$ cat src/rtl/fifo_arb_pkg.sv
// Shared constants and state type for the fifo write-side arbiter.
// Also used by the matching read-side arbiter.
package fifo_arb_pkg;

   localparam logic ST_IDLE  = 1'b0;
   localparam logic ST_GRANT = 1'b1;

   localparam int NREQ_DEF  = 4;
   localparam int DW_DEF    = 8;
   localparam int BURST_DEF = 4;

   typedef enum logic {
      S_IDLE  = ST_IDLE,
      S_GRANT = ST_GRANT
   } arb_state_t;

endpackage

$ cat src/rtl/rr_pick.sv
// Round-robin picker: first asserted request at or above i_ptr, with wrap.
// Purely combinational.
module rr_pick #(
   parameter int NREQ = 4,
   parameter int PW   = $clog2(NREQ)
) (
   input  logic [NREQ-1:0] i_req,
   input  logic [PW-1:0]   i_ptr,
   output logic [NREQ-1:0] o_pick,
   output logic            o_valid
);

   logic [2*NREQ-1:0] w_dbl;
   logic [2*NREQ-1:0] w_back;
   logic [NREQ-1:0]   w_rot;
   logic [NREQ-1:0]   w_first;

   // Rotate so i_ptr lands on bit 0, isolate lowest set bit, rotate back.
   assign w_dbl   = {i_req, i_req} >> i_ptr;
   assign w_rot   = w_dbl[NREQ-1:0];
   assign w_first = w_rot & (~w_rot + NREQ'(1));
   assign w_back  = {w_first, w_first} << i_ptr;

   assign o_pick  = w_back[2*NREQ-1:NREQ];
   assign o_valid = |i_req;

endmodule

$ cat src/rtl/fifo_wr_arbiter.sv
// Round-robin arbiter sharing one fifo write port among NREQ producers.
// Each grant lasts until packet end, BURST words, or the owner drops req.
module fifo_wr_arbiter
   import fifo_arb_pkg::*;
#(
   parameter int NREQ  = NREQ_DEF,
   parameter int DW    = DW_DEF,
   parameter int BURST = BURST_DEF
) (
   input  logic               i_clk,
   input  logic               i_rst,
   input  logic [NREQ-1:0]    i_req,
   input  logic [NREQ*DW-1:0] i_req_data,
   input  logic [NREQ-1:0]    i_req_last,
   input  logic               i_fifo_full,
   output logic               o_fifo_we,
   output logic [DW-1:0]      o_fifo_din,
   output logic [NREQ-1:0]    o_grant,
   output logic [NREQ-1:0]    o_ack,
   output logic               o_busy
);

   localparam int PW = $clog2(NREQ);
   localparam int BW = $clog2(BURST + 1);

   arb_state_t        r_state;
   logic [NREQ-1:0]   r_grant;
   logic [PW-1:0]     r_rr_ptr;
   logic [BW-1:0]     r_beat_cnt;

   logic [NREQ-1:0]   w_pick;
   logic              w_valid;
   logic              w_in_grant;
   logic              w_req_g;
   logic              w_last_g;
   logic              w_beat;
   logic              w_cap;
   logic              w_release;
   logic [PW-1:0]     w_gidx;
   logic [PW-1:0]     w_next_ptr;
   logic [DW-1:0]     w_din;

   rr_pick #(
      .NREQ (NREQ),
      .PW   (PW)
   ) u_pick (
      .i_req   (i_req),
      .i_ptr   (r_rr_ptr),
      .o_pick  (w_pick),
      .o_valid (w_valid)
   );

   // r_grant is all-zero in IDLE, so the mux below yields 0 there.
   always_comb begin
      w_gidx = '0;
      w_din  = '0;
      for (int i = 0; i < NREQ; i++) begin
         if (r_grant[i]) begin
            w_gidx = PW'(i);
            w_din  = w_din | i_req_data[i*DW +: DW];
         end
      end
   end

   assign w_in_grant = (r_state == S_GRANT);
   assign w_req_g    = |(i_req & r_grant);
   assign w_last_g   = |(i_req_last & r_grant);
   assign w_beat     = w_in_grant & w_req_g & ~i_fifo_full;
   assign w_cap      = (r_beat_cnt == BW'(BURST - 1));
   assign w_release  = w_in_grant &
                       (~w_req_g | (w_beat & (w_last_g | w_cap)));
   assign w_next_ptr = (w_gidx == PW'(NREQ - 1)) ?
                       '0 : w_gidx + PW'(1);

   always_ff @(posedge i_clk) begin
      if (i_rst) begin
         r_state    <= S_IDLE;
         r_grant    <= '0;
         r_rr_ptr   <= '0;
         r_beat_cnt <= '0;
      end else begin
         unique case (r_state)
            S_IDLE: begin
               if (w_valid) begin
                  r_grant    <= w_pick;
                  r_beat_cnt <= '0;
                  r_state    <= S_GRANT;
               end
            end
            S_GRANT: begin
               if (w_beat) begin
                  r_beat_cnt <= r_beat_cnt + BW'(1);
               end
               if (w_release) begin
                  r_state  <= S_IDLE;
                  r_grant  <= '0;
                  r_rr_ptr <= w_next_ptr;
               end
            end
         endcase
      end
   end

   assign o_fifo_we  = w_beat;
   assign o_fifo_din = w_din;
   assign o_grant    = r_grant;
   assign o_ack      = r_grant & {NREQ{w_beat}};
   assign o_busy     = w_in_grant;

endmodule
$ cat config.mk
export PLATFORM = sky130hd
export DESIGN_NAME = fifo_wr_arbiter
export DESIGN_NICKNAME = d
export VERILOG_FILES = /design/src/rtl/fifo_arb_pkg.sv /design/src/rtl/rr_pick.sv /design/src/rtl/fifo_wr_arbiter.sv
export SDC_FILE = /design/constraint.sdc
export NUM_CORES = 1
export LEC_CHECK = 0
export CAP_MARGIN = 40
export CORE_ASPECT_RATIO = 0.75
export CORE_MARGIN = 8
export CORE_UTILIZATION = 30
export CTS_BUF_LIST = sky130_fd_sc_hd__clkbuf_2
export DETAILED_ROUTE_END_ITERATION = 8
export GPL_TIMING_DRIVEN = 1
export PLACE_DENSITY = 0.8
export SYNTH_ARGS = -nofsm -noshare
export SYNTH_HDL_FRONTEND = slang
export SYNTH_SLANG_ARGS = --single-unit
$ cat constraint.sdc
create_clock -name i_clk -period 2.1 [get_ports i_clk]
set_input_delay 0.315 -clock i_clk [delete_from_list [all_inputs] [get_ports i_clk]]
set_output_delay 0.315 -clock i_clk [all_outputs]
set_load 0.01 [all_outputs]
==> results, run 1 <==
- The adder and majority cell fraction of the synthesized area is 3.26%.
- Summing the areas of all xor and xnor instances in the mapped netlist gives 0% of the synthesized area.
- In this run the critical register-to-register path is captured at r_rr_ptr[1].
- Summed over all nets, the half-perimeter wirelength after detailed placement is 2680 um.
- For this configuration, the core starts out at a cell density of 30.4%.
- just over 60 I/O pins were placed.
- The signed area change from the synthesized netlist to the final layout is 100%.
- The actual slew at the worst max-slew pin is roughly 0.31 ns.
- The number of endpoints failing setup at the final stage is 0.
- The critical path goes through clkdlybuf4s50_1 -> a221oi_4 -> nor3b_4 -> buf_6 -> and2_1 -> buf_2.
- The total global-route track usage is 15.0%.
- The final number of max-transition violations is 0.
- The net total in the final layout is around 230.
- Measured against its own limit, the worst slew margin works out to roughly four fifths.
- The wire length of the first global-routing pass is 5160 um.
- The cell area after synthesis is 767 um^2.
- The cell row count is 16.
- The cell with the largest stage delay on the worst path is sky130_fd_sc_hd__clkdlybuf4s50_1.
- The count of mapped cells out of synthesis is 104.
- By area the synthesized netlist is led by sky130_fd_sc_hd__dfxtp_1 26%, sky130_fd_sc_hd__a22oi_1 16%, sky130_fd_sc_hd__nand2_1 7.8%, sky130_fd_sc_hd__a21oi_1 7.2%, sky130_fd_sc_hd__nor2_1 6.4%.
- After detailed placement, the design holds a cell count of about 210.
- The critical path contains buffers and inverters numbering 3 combined.
- The total overflow left after global routing is 0.
- The sequential-to-total area share from yosys stat is approximately a quarter.
- The run finished with clean final reports.
- The region available for standard cell placement spans 2520 um^2.
- The design draws 598 uW.
- The endpoint kind of the worst setup timing path is a primary output.
- The launching element type of the critical path is an input port.
- The required time of the critical path is approximately 1.8 ns.
- In this run, the number of DRC markers left after iteration 0 of detailed routing was 67.
- The tree is rooted in a sky130_fd_sc_hd__clkbuf_2.
- The synthesis-stage register bit count is 10.
- The highest fanout seen on the critical path is 4.
- Static timing analysis puts the maximum clock frequency at 501 MHz.
- Entering global routing, the biggest net connects 15 pins.
- Summed over all layers, the routed wires come to ~3400 um.
- The ratio of cells with drive above 1 in the final layout is 14.6%.
- In this run the remaining antenna-violating nets after routing total 0.
- The final standard cell utilization of the core is 60.8%.
- Dividing the detail-routed wire length by the instance count gives 16.0 um.
- Counting instances, the worst hold path has a depth of 2.
- In this run the static leakage power is roughly 0.62 nW.
- By area, the combinational part of the netlist is dominated by compound AO/OA/AOI/OAI gates.
- The repair_antennas step left the layout with diodes totalling 0.
- In this run the power density over the cells is approximately 390 nW/um^2.
- Measured against the total synthesized area, the mux share comes to 2.94%.
- From bottom edge to top edge, the die measures 59.8 um.
- Setup repair after global routing left no endpoint under its margin.
- Dividing the detail-routed via count by the number of cells gives between 5 and 6.
- The reported max-cap violation count is 0.
- The startpoint identified for the worst register-to-register timing path is o_grant[2].
- The later pin in the worst-skew pair is clocked with a latency of 0.26 ns.
- For this design, the sink count on the clock tree is 10.
- The clock tree from TritonCTS is yes.
- The delay of the slowest cell on the worst path is 0.47 ns.
- The residual DRC count is 0.
- The largest voltage drop on the vdd net is ~0.00035 V.
- The worst min-delay path startpoint is r_beat_cnt[1].
- For the final database, setup skew stands at about 0.010 ns.
- The number of different library cells used by synthesis comes to 26.
- The dominant delay contributor by cell family on the critical path is buffers and inverters.
- The die covers 4450 um^2.
- The period utilization is 95.0%.
- The worst setup path is of the in -> out kind.
- After Yosys synthesis, and, or, nand and nor cells account for approximately a quarter of the synthesized area.
- After clock tree synthesis, the clock-pin slew on the worst setup and hold paths is about 0.09 ns.
- The worst min-delay path endpoint is r_beat_cnt[1].
- Of all cell types, the one taking the most synthesized area is sky130_fd_sc_hd__dfxtp_1.
- The number of global-route vias before repair was 1,082.
- The share of the synthesized area in the top cell type is 26.1%.
- The worst register-to-register path has a depth of 8.
- No sink is reached through more buffers than the 2 on the longest clock path.
- The minimum period implied by the final worst setup slack is 2.00 ns.
- TritonCTS created 3 clock buffers.
- The non-filler instance count after layout is 214.
- The weighted congestion reported at the end of routability-driven placement is 0.838.
- The compound-cell area share of the yosys netlist is 39.2%.
- The first detailed-routing pass ran for 6 iterations.
- The number of levels in the clock H-tree is 1.
- The number of antenna violations at the first check in global routing is 0.
- The Yosys warning count is 0.
- The average size of a mapped cell is 7.37 um^2.
- The width of the chip is approximately 74 um.
- Setup slack on the worst reg-to-reg path comes out at 0.27 ns.
- The total via count after detailed routing is between 1,000 and 1,500.
- The worst hold path belongs to the class reg -> reg.
- The count of input and output buffers is 60.
- The final-report hold violation count was 0.
- Synthesis produced a netlist with a net count of 149.
- The critical path arrival is roughly 1.7 ns.
sequential cells by signal, summed over array words and instances (netlist names):
| name | flops |
|---|---|
| o_grant | 4 |
| r_beat_cnt | 3 |
| r_rr_ptr | 2 |
| o_busy | 1 |
logic make-up (layout without fill, tap and decap cells):
logic type	after synthesis	in the layout
buf+inv	8	82
mux	2	2
compound gates	42	42
simple gates	40	40
flops	10	10
fa+ha+maj	2	2
layout make-up:
class,count,area [um^2]
Fill cell,229,988
Sequential cell,10,200
Inverter,3,11.3
Clock buffer,3,15.0
Tap cell,36,45.0
Timing Repair Buffer,76,719
Multi-Input combinational cell,86,543
routing by layer:
metal  global-route usage [%]  vias to the layer above  part of all wire [%]
li1                         -                      537                     -
met1                     16.2                      518                    37
met2                     28.5                       23                    59
met3                     4.36                        2                   4.0
met4                     1.67                        0                  0.23
met5                        0                        -                     0
cell usage after synthesis, drive strengths merged:
cell type	instances
dfxtp	10
a22o	1
or3	1
nor3b	2
o21ai	5
nand3b	3
a222oi	1
buf	1
nand2b	1
inv	3
clkbuf	4
and2	4
a22oi	16
a21oi	11
o2111ai	1
ha	2
o22ai	3
a211o	1
a221oi	1
nand2	16
mux2	2
o211ai	1
nor2	13
a21o	1
what timing repair did:
action	4_1_cts	5_1_grt
gates resized for setup	14	4
cloned	0	0
setup buffers	3	1
endpoints found under the setup margin	5	5
hold buffers	0	0
pin swaps	2	2
worst register-to-register path, delay by kind of cell, from the launching register on:
family / cells / cell delay, ns
flops: 1 / 0.33
simple gates: 1 / 0.35
compound gates: 4 / 0.71
buf+inv: 3 / 0.36
through the flow:
stage               setup WS, ns  hold WS [ns]  area [um^2]  setup TNS [ns]
floorplan                  0.437         0.469          767               0
global placement          -0.314         0.479         1480           -1.46
detailed placement        -0.332         0.488         1480           -1.56
CTS                      0.00607         0.503         1520               0
global route              0.0330         0.514         1530               0
finish                     0.105         0.498         1530               0
report_power, final:
part / leakage (nW) / internal (mW) / switching (mW)
Sequential: 0.0816 / 0.200 / 0.0115
Clock: 0.0125 / 0.0389 / 0.0656
Combinational: 0.526 / 0.172 / 0.111
cells in the final DEF, fill, tap and decap left out, types with 2 or more instances in the layout:
master	netlist	routed
sky130_fd_sc_hd__a21oi_1	11	11
sky130_fd_sc_hd__a22oi_1	16	16
sky130_fd_sc_hd__and2_1	4	4
sky130_fd_sc_hd__buf_2	0	2
sky130_fd_sc_hd__buf_4	0	15
sky130_fd_sc_hd__clkbuf_2	0	3
sky130_fd_sc_hd__clkdlybuf4s15_1	0	3
sky130_fd_sc_hd__clkdlybuf4s50_1	0	53
sky130_fd_sc_hd__dfxtp_1	10	10
sky130_fd_sc_hd__dlymetal6s2s_1	0	2
sky130_fd_sc_hd__ha_1	2	2
sky130_fd_sc_hd__inv_1	3	3
sky130_fd_sc_hd__mux2_2	2	2
sky130_fd_sc_hd__nand2_1	16	16
sky130_fd_sc_hd__nand3b_1	3	3
sky130_fd_sc_hd__nor2_1	13	13
sky130_fd_sc_hd__o21ai_0	4	4
sky130_fd_sc_hd__o22ai_1	3	3
worst max path at each step:
| stage | from | end | slack [ns] | depth (start not counted) |
|---|---|---|---|---|
| floorplan | o_grant[2] | o_ack[0] | 0.44 | 4 |
| global placement | i_req[2] | o_ack[0] | -0.31 | 6 |
| detailed placement | i_req[2] | o_ack[2] | -0.33 | 6 |
| CTS | i_req[2] | o_ack[1] | 0.006 | 7 |
| global route | i_req[0] | o_ack[3] | 0.03 | 6 |
| finish | i_req[0] | o_ack[1] | 0.10 | 6 |
No activity file was read; power rests on OpenSTA's default activity.
==> run 2, diff against run 1 <==
--- a/config.mk
+++ b/config.mk
@@ -5,6 +5,7 @@
 export SDC_FILE = /design/constraint.sdc
 export NUM_CORES = 1
 export LEC_CHECK = 0
+export ABC_CLOCK_PERIOD_IN_PS = 2100
 export CAP_MARGIN = 40
 export CORE_ASPECT_RATIO = 0.75
 export CORE_MARGIN = 8
@@ -12,6 +13,7 @@
 export CTS_BUF_LIST = sky130_fd_sc_hd__clkbuf_2
 export DETAILED_ROUTE_END_ITERATION = 8
 export GPL_TIMING_DRIVEN = 1
+export MAX_ROUTING_LAYER = met4
 export PLACE_DENSITY = 0.8
 export SYNTH_ARGS = -nofsm -noshare
 export SYNTH_HDL_FRONTEND = slang
==> results, run 2 (synthesis gave the netlist of run 1 again) <==
- Result of the run: complete, no violations (unchanged).
- The number of routed nets with antenna violations is 0 (unchanged).
- The reported max-cap violation count is 0 (unchanged).
- The kind of path behind the tightest hold check is reg -> reg (unchanged).
- The clock insertion delay at the later pin of the skew report came to 0.26 ns (about the same).
- The clock tree from TritonCTS is yes (unchanged).
- The ratio of cells with drive above 1 in the final layout came to 14.6% (unchanged).
- The cell row count is 16 (unchanged).
- The largest net degree at the start of global routing was 15 (unchanged).
- The number of endpoints failing setup at the final stage came to 0 (unchanged).
- The number of DRC markers after the initial detailed-route iteration is 71 (was 67).
- The met3 routed wirelength was 127 um (was 138 um).
- The total global-route track usage is 15.4% (was 15.0%).
- The cell at the root of the clock tree is sky130_fd_sc_hd__clkbuf_2 (unchanged).
- The weighted congestion reported at the end of routability-driven placement is 0.851 (was 0.838).
- The leakage power is 0.620 nW (unchanged).
- The final instance area is 1530 um^2 (unchanged).
- The wire length of the first global-routing pass is 5170 um (was 5160 um).
- The total via count after detailed routing came to 1,085 (was 1,080).
- The number of clock buffers inserted by TritonCTS is 3 (unchanged).
- The detailed-route wire length per cell is 16.0 um (about the same).
- The classification of the worst setup path was in -> out (unchanged).
- The period utilization was 95.0% (about the same).
- The flip-flop count of the largest register, all copies and words added came to 4 (unchanged).
- The number of buffers between clock root and the deepest sink is 2 (unchanged).
- The most frequent standard cell in the layout excluding fill and tap cells was sky130_fd_sc_hd__clkdlybuf4s50_1 (unchanged).
- The number of clock sinks is 10 (unchanged).
- The number of I/O pins is 61 (unchanged).
- The power consumption is 598 uW (about the same).
- The cell with the largest stage delay on the worst path was sky130_fd_sc_hd__clkdlybuf4s50_1 (unchanged).
- The total detailed-routing wirelength is 3420 um (about the same).
- The total of hold buffers inserted after clock tree synthesis is 0 (unchanged).
- The highest fanout seen on the critical path is 4 (unchanged).
- The net total in the final layout is 225 (unchanged).
- Unrepaired setup endpoints after global routing: no (unchanged).
- The area of the core is 2520 um^2 (unchanged).
- The width of the chip is 74.4 um (unchanged).
- Series of cell instances along the critical path: clkdlybuf4s50_1 -> a221oi_4 -> nor3b_4 -> buf_6 -> and2_1 -> buf_2 (unchanged).
- The number of filler cells placed in the layout is 229 (unchanged).
- The CTS clock-pin slew for the worst setup and hold paths is 0.09 ns (about the same).
- The highest metal layer with signal wires is met4 (unchanged).
- The minimum period implied by the final worst setup slack came to 1.99 ns (was 2.00 ns).
- The number of antenna cells inserted came to 0 (unchanged).
- The delay of the slowest cell on the worst path is 0.47 ns (about the same).
- The largest voltage drop on the vdd net is 0.000353 V (about the same).
- The endpoint kind of the worst setup timing path is a primary output (unchanged).
- The routed wire length on met2 was 2020 um (was 2030 um).
- The number of levels in the clock H-tree is 1 (unchanged).
- The number of global-route vias before repair is 1,085 (was 1,082).
- The critical path arrival is 1.68 ns (about the same).
- The effective utilization at floorplan is 30.4% (unchanged).
- Most frequent cells in the layout: 53 x sky130_fd_sc_hd__clkdlybuf4s50_1, 16 x sky130_fd_sc_hd__a22oi_1, 16 x sky130_fd_sc_hd__nand2_1, 15 x sky130_fd_sc_hd__buf_4, 13 x sky130_fd_sc_hd__nor2_1 (unchanged).
- The die outline area came to 4450 um^2 (unchanged).
- The power per cell area was 390 nW/um^2 (about the same).
- The number of antenna violations at the first check in global routing is 0 (unchanged).
- The maximum achievable frequency is 501 MHz (about the same).
- The die boundary height was 59.8 um (unchanged).
- The residual DRC count was 0 (unchanged).
- The actual slew at the worst max-slew pin came to 0.316 ns (was 0.315 ns).
- The sum of routed wire segments on met1 is 1270 um (was 1250 um).
- The required time of the critical path is 1.78 ns (about the same).
- The launching element type of the critical path is an input port (unchanged).
- The sum of negative setup slack is 0 ns (unchanged).
- The detailed-placement wirelength estimate is 2680 um (unchanged).
- The final-report hold violation count is 0 (unchanged).
- The final clock skew is 0.0101 ns (was 0.0100 ns).
- The worst-case headroom to the max-slew limit is 78.9% (about the same).
- The count of input and output buffers came to 60 (unchanged).
- The number of vias per cell is 5.07 (was 5.05).
- The placed instance area is 1480 um^2 (unchanged).
- The overall overflow remaining after global route is 0 (unchanged).
- The signed area change from the synthesized netlist to the final layout was 100% (unchanged).
- The final number of max-transition violations is 0 (unchanged).
- The total iterations of the first detailed-routing run is 4 (was 6).
run 2: cell counts in the layout (fill, tap and decap cells not counted):
Identical to the previous run, type by type.
run 2: where the power goes:
group	internal, mW	switching (mW)
logic	0.172	0.110
clock network	0.0389	0.0655
registers	0.200	0.0115
total	0.411	0.187
run 2: per-layer routing:
layer,track usage [%],up-vias
li1,-,538
met1,16.2,523
met2,28.5,22
met3,4.36,2
met4,1.67,0
met5,-,-
run 2: final timing paths:
check	start	end	slack, ns	depth (start not counted)
hold / removal	r_beat_cnt[1]	r_beat_cnt[1]	0.50	2
hold reg to reg	r_beat_cnt[1]	r_beat_cnt[1]	0.50	2
setup / recovery	i_req[0]	o_ack[1]	0.11	6
setup reg to reg	o_grant[2]	r_rr_ptr[1]	0.27	8
run 2: metrics by stage:
step                      hold WS [ns]  setup slack [ns]  cells  util (%)
after floorplan                  0.469             0.437    104         -
after global placement           0.479            -0.314    207      58.8
after detailed placement         0.488            -0.332    207      58.8
after CTS                        0.503           0.00607    213      60.1
after global routing             0.514            0.0330    214      60.8
final                            0.498             0.106    214      60.8
run 2: area by class of cell:
class / count / area [um^2] / share of cell area (%)
well taps: 36 / 45.0 / 2.94
clock buffers: 3 / 15.0 / 0.979
inverters: 3 / 11.3 / 0.734
repair buffers: 76 / 719 / 46.9
multi-input cells: 86 / 543 / 35.4
flip-flops and latches: 10 / 200 / 13.1
run 2: timing repair:
action | in CTS | in global routing
setup buffers | 3 | 1
setup endpoints to repair | 5 | 5
resized for setup | 14 | 4
pin swaps | 2 | 2
run 2: critical path, delay by kind of cell:
kind                   cells  cell delay [ns]
AO/OA/AOI/OAI              1             0.38
AND/OR/NAND/NOR            2             0.25
buffers and inverters      3             0.74
==> run 3, diff against run 2 <==
--- a/config.mk
+++ b/config.mk
@@ -5,7 +5,7 @@
 export SDC_FILE = /design/constraint.sdc
 export NUM_CORES = 1
 export LEC_CHECK = 0
-export ABC_CLOCK_PERIOD_IN_PS = 2100
+export ABC_CLOCK_PERIOD_IN_PS = 2060
 export CAP_MARGIN = 40
 export CORE_ASPECT_RATIO = 0.75
 export CORE_MARGIN = 8
@@ -15,6 +15,7 @@
 export GPL_TIMING_DRIVEN = 1
 export MAX_ROUTING_LAYER = met4
 export PLACE_DENSITY = 0.8
+export SLEW_MARGIN = 20
 export SYNTH_ARGS = -nofsm -noshare
 export SYNTH_HDL_FRONTEND = slang
 export SYNTH_SLANG_ARGS = --single-unit
==> constraint.sdc (replaced) <==
create_clock -name i_clk -period 2.06 [get_ports i_clk]
set_input_delay 0.309 -clock i_clk [delete_from_list [all_inputs] [get_ports i_clk]]
set_output_delay 0.309 -clock i_clk [all_outputs]
set_load 0.01 [all_outputs]
==> results, run 3 (synthesis gave the netlist of run 1 again) <==
- The number of buffers between clock root and the deepest sink is 2 (unchanged).
- The cell row count came to 16 (unchanged).
- Most frequent cells in the layout: 53 x sky130_fd_sc_hd__clkdlybuf4s50_1, 16 x sky130_fd_sc_hd__a22oi_1, 16 x sky130_fd_sc_hd__nand2_1, 16 x sky130_fd_sc_hd__buf_4, 13 x sky130_fd_sc_hd__nor2_1 (was 53 x sky130_fd_sc_hd__clkdlybuf4s50_1, 16 x sky130_fd_sc_hd__a22oi_1, 16 x sky130_fd_sc_hd__nand2_1, 15 x sky130_fd_sc_hd__buf_4, 13 x sky130_fd_sc_hd__nor2_1).
- The endpoint kind of the worst setup timing path is a primary output (unchanged).
- The number of clock sinks is 10 (unchanged).
- The kind of path behind the tightest hold check was reg -> reg (unchanged).
- The highest fanout seen on the critical path is 4 (unchanged).
- Result of the run: complete, no violations (unchanged).
- The classification of the worst setup path is in -> out (unchanged).
- The critical path launch point is i_req[0] (unchanged).
- The number of DRC markers after the initial detailed-route iteration is 64 (was 71).
- The final instance area is 1530 um^2 (about the same).
- The die outline area came to 4450 um^2 (unchanged).
- The number of clock buffers inserted by TritonCTS is 3 (unchanged).
- The critical path arrival is 1.69 ns (was 1.68 ns).
- The total of hold buffers inserted after clock tree synthesis was 0 (unchanged).
- The internal power is 418 uW (was 411 uW).
- The minimum hold slack came to 0.496 ns (was 0.498 ns).
- The worst-case headroom to the max-slew limit was 78.7% (was 78.9%).
- The final number of max-transition violations is 0 (unchanged).
- Unrepaired setup endpoints after global routing: no (unchanged).
- The total via count after detailed routing is 1,093 (was 1,085).
- The share of power burned in combinational logic is 47.2% (about the same).
- The flip-flop count of the largest register, all copies and words added is 4 (unchanged).
- Derived from the worst setup path, the maximum achievable clock frequency is 500 MHz.
- The count of input and output buffers is 60 (unchanged).
- The reported max-cap violation count is 0 (unchanged).
- The CTS clock-pin slew for the worst setup and hold paths was 0.09 ns (about the same).
- The detailed-route wire length per cell is 16.2 um (was 16.0 um).
- The clock tree from TritonCTS is yes (unchanged).
- The total global-route track usage is 15.5% (was 15.4%).
- The area of the core came to 2520 um^2 (unchanged).
- The clock network fraction of design power came to 17.6% (was 17.5%).
- The depth of the worst register-to-register path is 8 (unchanged).
- The ratio of cells with drive above 1 in the final layout came to 14.6% (unchanged).
- The sequential cell fraction of total power came to 35.2% (was 35.3%).
- The leakage power is 0.615 nW (was 0.620 nW).
- The non-filler instance count after layout was 214 (unchanged).
- The switching part of the total power is 31.9% (was 31.3%).
- The number of levels in the clock H-tree is 1 (unchanged).
- The worst min-delay path startpoint is r_beat_cnt[1] (unchanged).
- The period utilization is 97.0%.
- The number of vias per cell is 5.11 (was 5.07).
- The die boundary height is 59.8 um (unchanged).
- The number of I/O pins is 61 (unchanged).
- The count of placed standard cells including taps is 207 (unchanged).
- The residual DRC count is 0 (unchanged).
- The final standard cell utilization of the core is 60.5% (was 60.8%).
- The number of antenna violations at the first check in global routing is 0 (unchanged).
- The wire length of the first global-routing pass is 5090 um (was 5170 um).
- The final clock skew was 0.0157 ns (was 0.0101 ns).
- The most frequent standard cell in the layout excluding fill and tap cells is sky130_fd_sc_hd__clkdlybuf4s50_1 (unchanged).
- The total detailed-routing wirelength is 3480 um (was 3420 um).
- The cell at the root of the clock tree is sky130_fd_sc_hd__clkbuf_2 (unchanged).
- The number of cells on the worst hold path is 2 (unchanged).
- The largest net degree at the start of global routing was 15 (unchanged).
- The overall overflow remaining after global route is 0 (unchanged).
- The number of endpoints failing setup at the final stage came to 0 (unchanged).
- The total iterations of the first detailed-routing run is 6 (was 4).
- The width of the chip is 74.4 um (unchanged).
- The largest voltage drop on the vdd net is 0.000348 V (was 0.000353 V).
- The delay of the slowest cell on the worst path came to 0.47 ns (about the same).
- The switching power summed over all nets was 196 uW (was 187 uW).
- Series of cell instances along the critical path: clkdlybuf4s50_1 -> a221oi_4 -> nor3b_4 -> buf_4 -> and2_1 -> buf_2 (was clkdlybuf4s50_1 -> a221oi_4 -> nor3b_4 -> buf_6 -> and2_1 -> buf_2).
- The final-report hold violation count is 0 (unchanged).
- The required time of the critical path is 1.75 ns (was 1.78 ns).
- The placed instance area is 1480 um^2 (unchanged).
- The net total in the final layout is 225 (unchanged).
- The effective utilization at floorplan is 30.4% (unchanged).
- The signed area change from the synthesized netlist to the final layout is 98.9% (was 100%).
- The number of antenna cells inserted is 0 (unchanged).
- The power per cell area came to 402 nW/um^2 (was 390 nW/um^2).
- The number of routed nets with antenna violations is 0 (unchanged).
- The detailed-placement wirelength estimate was 2740 um (was 2680 um).
- The weighted congestion reported at the end of routability-driven placement came to 0.850 (was 0.851).
- The number of filler cells placed in the layout came to 251 (was 229).
- The launching element type of the critical path is an input port (unchanged).
- The number of global-route vias before repair is 1,107 (was 1,085).
- The clock insertion delay at the later pin of the skew report is 0.26 ns (about the same).
- The worst path in the final design needs a cycle of ~2 ns, including I/O delays and setup.
- The cell with the largest stage delay on the worst path is sky130_fd_sc_hd__clkdlybuf4s50_1 (unchanged).
- The startpoint of the lowest-slack register-to-register path was o_grant[2] (unchanged).
- The actual slew at the worst max-slew pin is 0.319 ns (was 0.316 ns).
run 3: cell count changes in the layout (fill, tap and decap cells not counted):
cell | previous run | this run
sky130_fd_sc_hd__buf_4 | 15 | 16
sky130_fd_sc_hd__buf_6 | 1 | 0
sky130_fd_sc_hd__dlymetal6s2s_1 | 2 | 1
sky130_fd_sc_hd__clkdlybuf4s15_1 | 3 | 2
sky130_fd_sc_hd__dlygate4sd2_1 | 0 | 2
run 3: critical path, delay by kind of cell:
family / cells / cell delay [ns]
and+or+nand+nor: 2 / 0.24
buffers and inverters: 3 / 0.75
AOI/OAI and AO/OA: 1 / 0.39
run 3: final timing paths:
check,slack (ns),to
max reg2reg,0.19,r_rr_ptr[1]
min reg2reg,0.50,r_beat_cnt[1]
max,0.06,o_ack[0]
min,0.50,r_beat_cnt[1]
run 3: final cells by class:
cell class | count | area [um^2] | share of cell area, %
tap | 36 | 45.0 | 2.95
clock buffer | 3 | 15.0 | 0.984
timing repair buffer | 76 | 711 | 46.6
sequential | 10 | 200 | 13.1
multi-input combinational | 86 | 543 | 35.6
inverter | 3 | 11.3 | 0.738
run 3: routing by layer:
layer / vias up / GRT usage (%) / share of wire (%)
li1: 535 / - / -
met1: 519 / 16.0 / 35
met2: 32 / 28.6 / 59
met3: 7 / 4.52 / 5.0
met4: 0 / 2.50 / 1.3
met5: - / - / 0
run 3: power groups by stage:
stage          Clock [mW]  Combinational [mW]  Sequential (mW)
6_report            0.108               0.290            0.216
5_1_grt             0.118               0.310            0.217
4_1_cts             0.107               0.286            0.215
3_5_place_dp            0               0.278            0.219
3_3_place_gp            0               0.272            0.218
2_1_floorplan           0              0.0926            0.225
run 3: repair_timing:
action,CTS,global route
resized for setup,15,1
setup buffers,3,1
endpoints found under the setup margin,5,4
pin swaps,2,2
run 3: stage by stage:
| stage | TNS, ns | setup slack [ns] | power (mW) |
|---|---|---|---|
| after floorplan | 0 | 0.403 | 0.318 |
| after global placement | -1.60 | -0.342 | 0.490 |
| after detailed placement | -1.65 | -0.352 | 0.497 |
| after CTS | 0 | 0.00319 | 0.608 |
| after global routing | 0 | 0.0127 | 0.645 |
| final | 0 | 0.0616 | 0.613 |
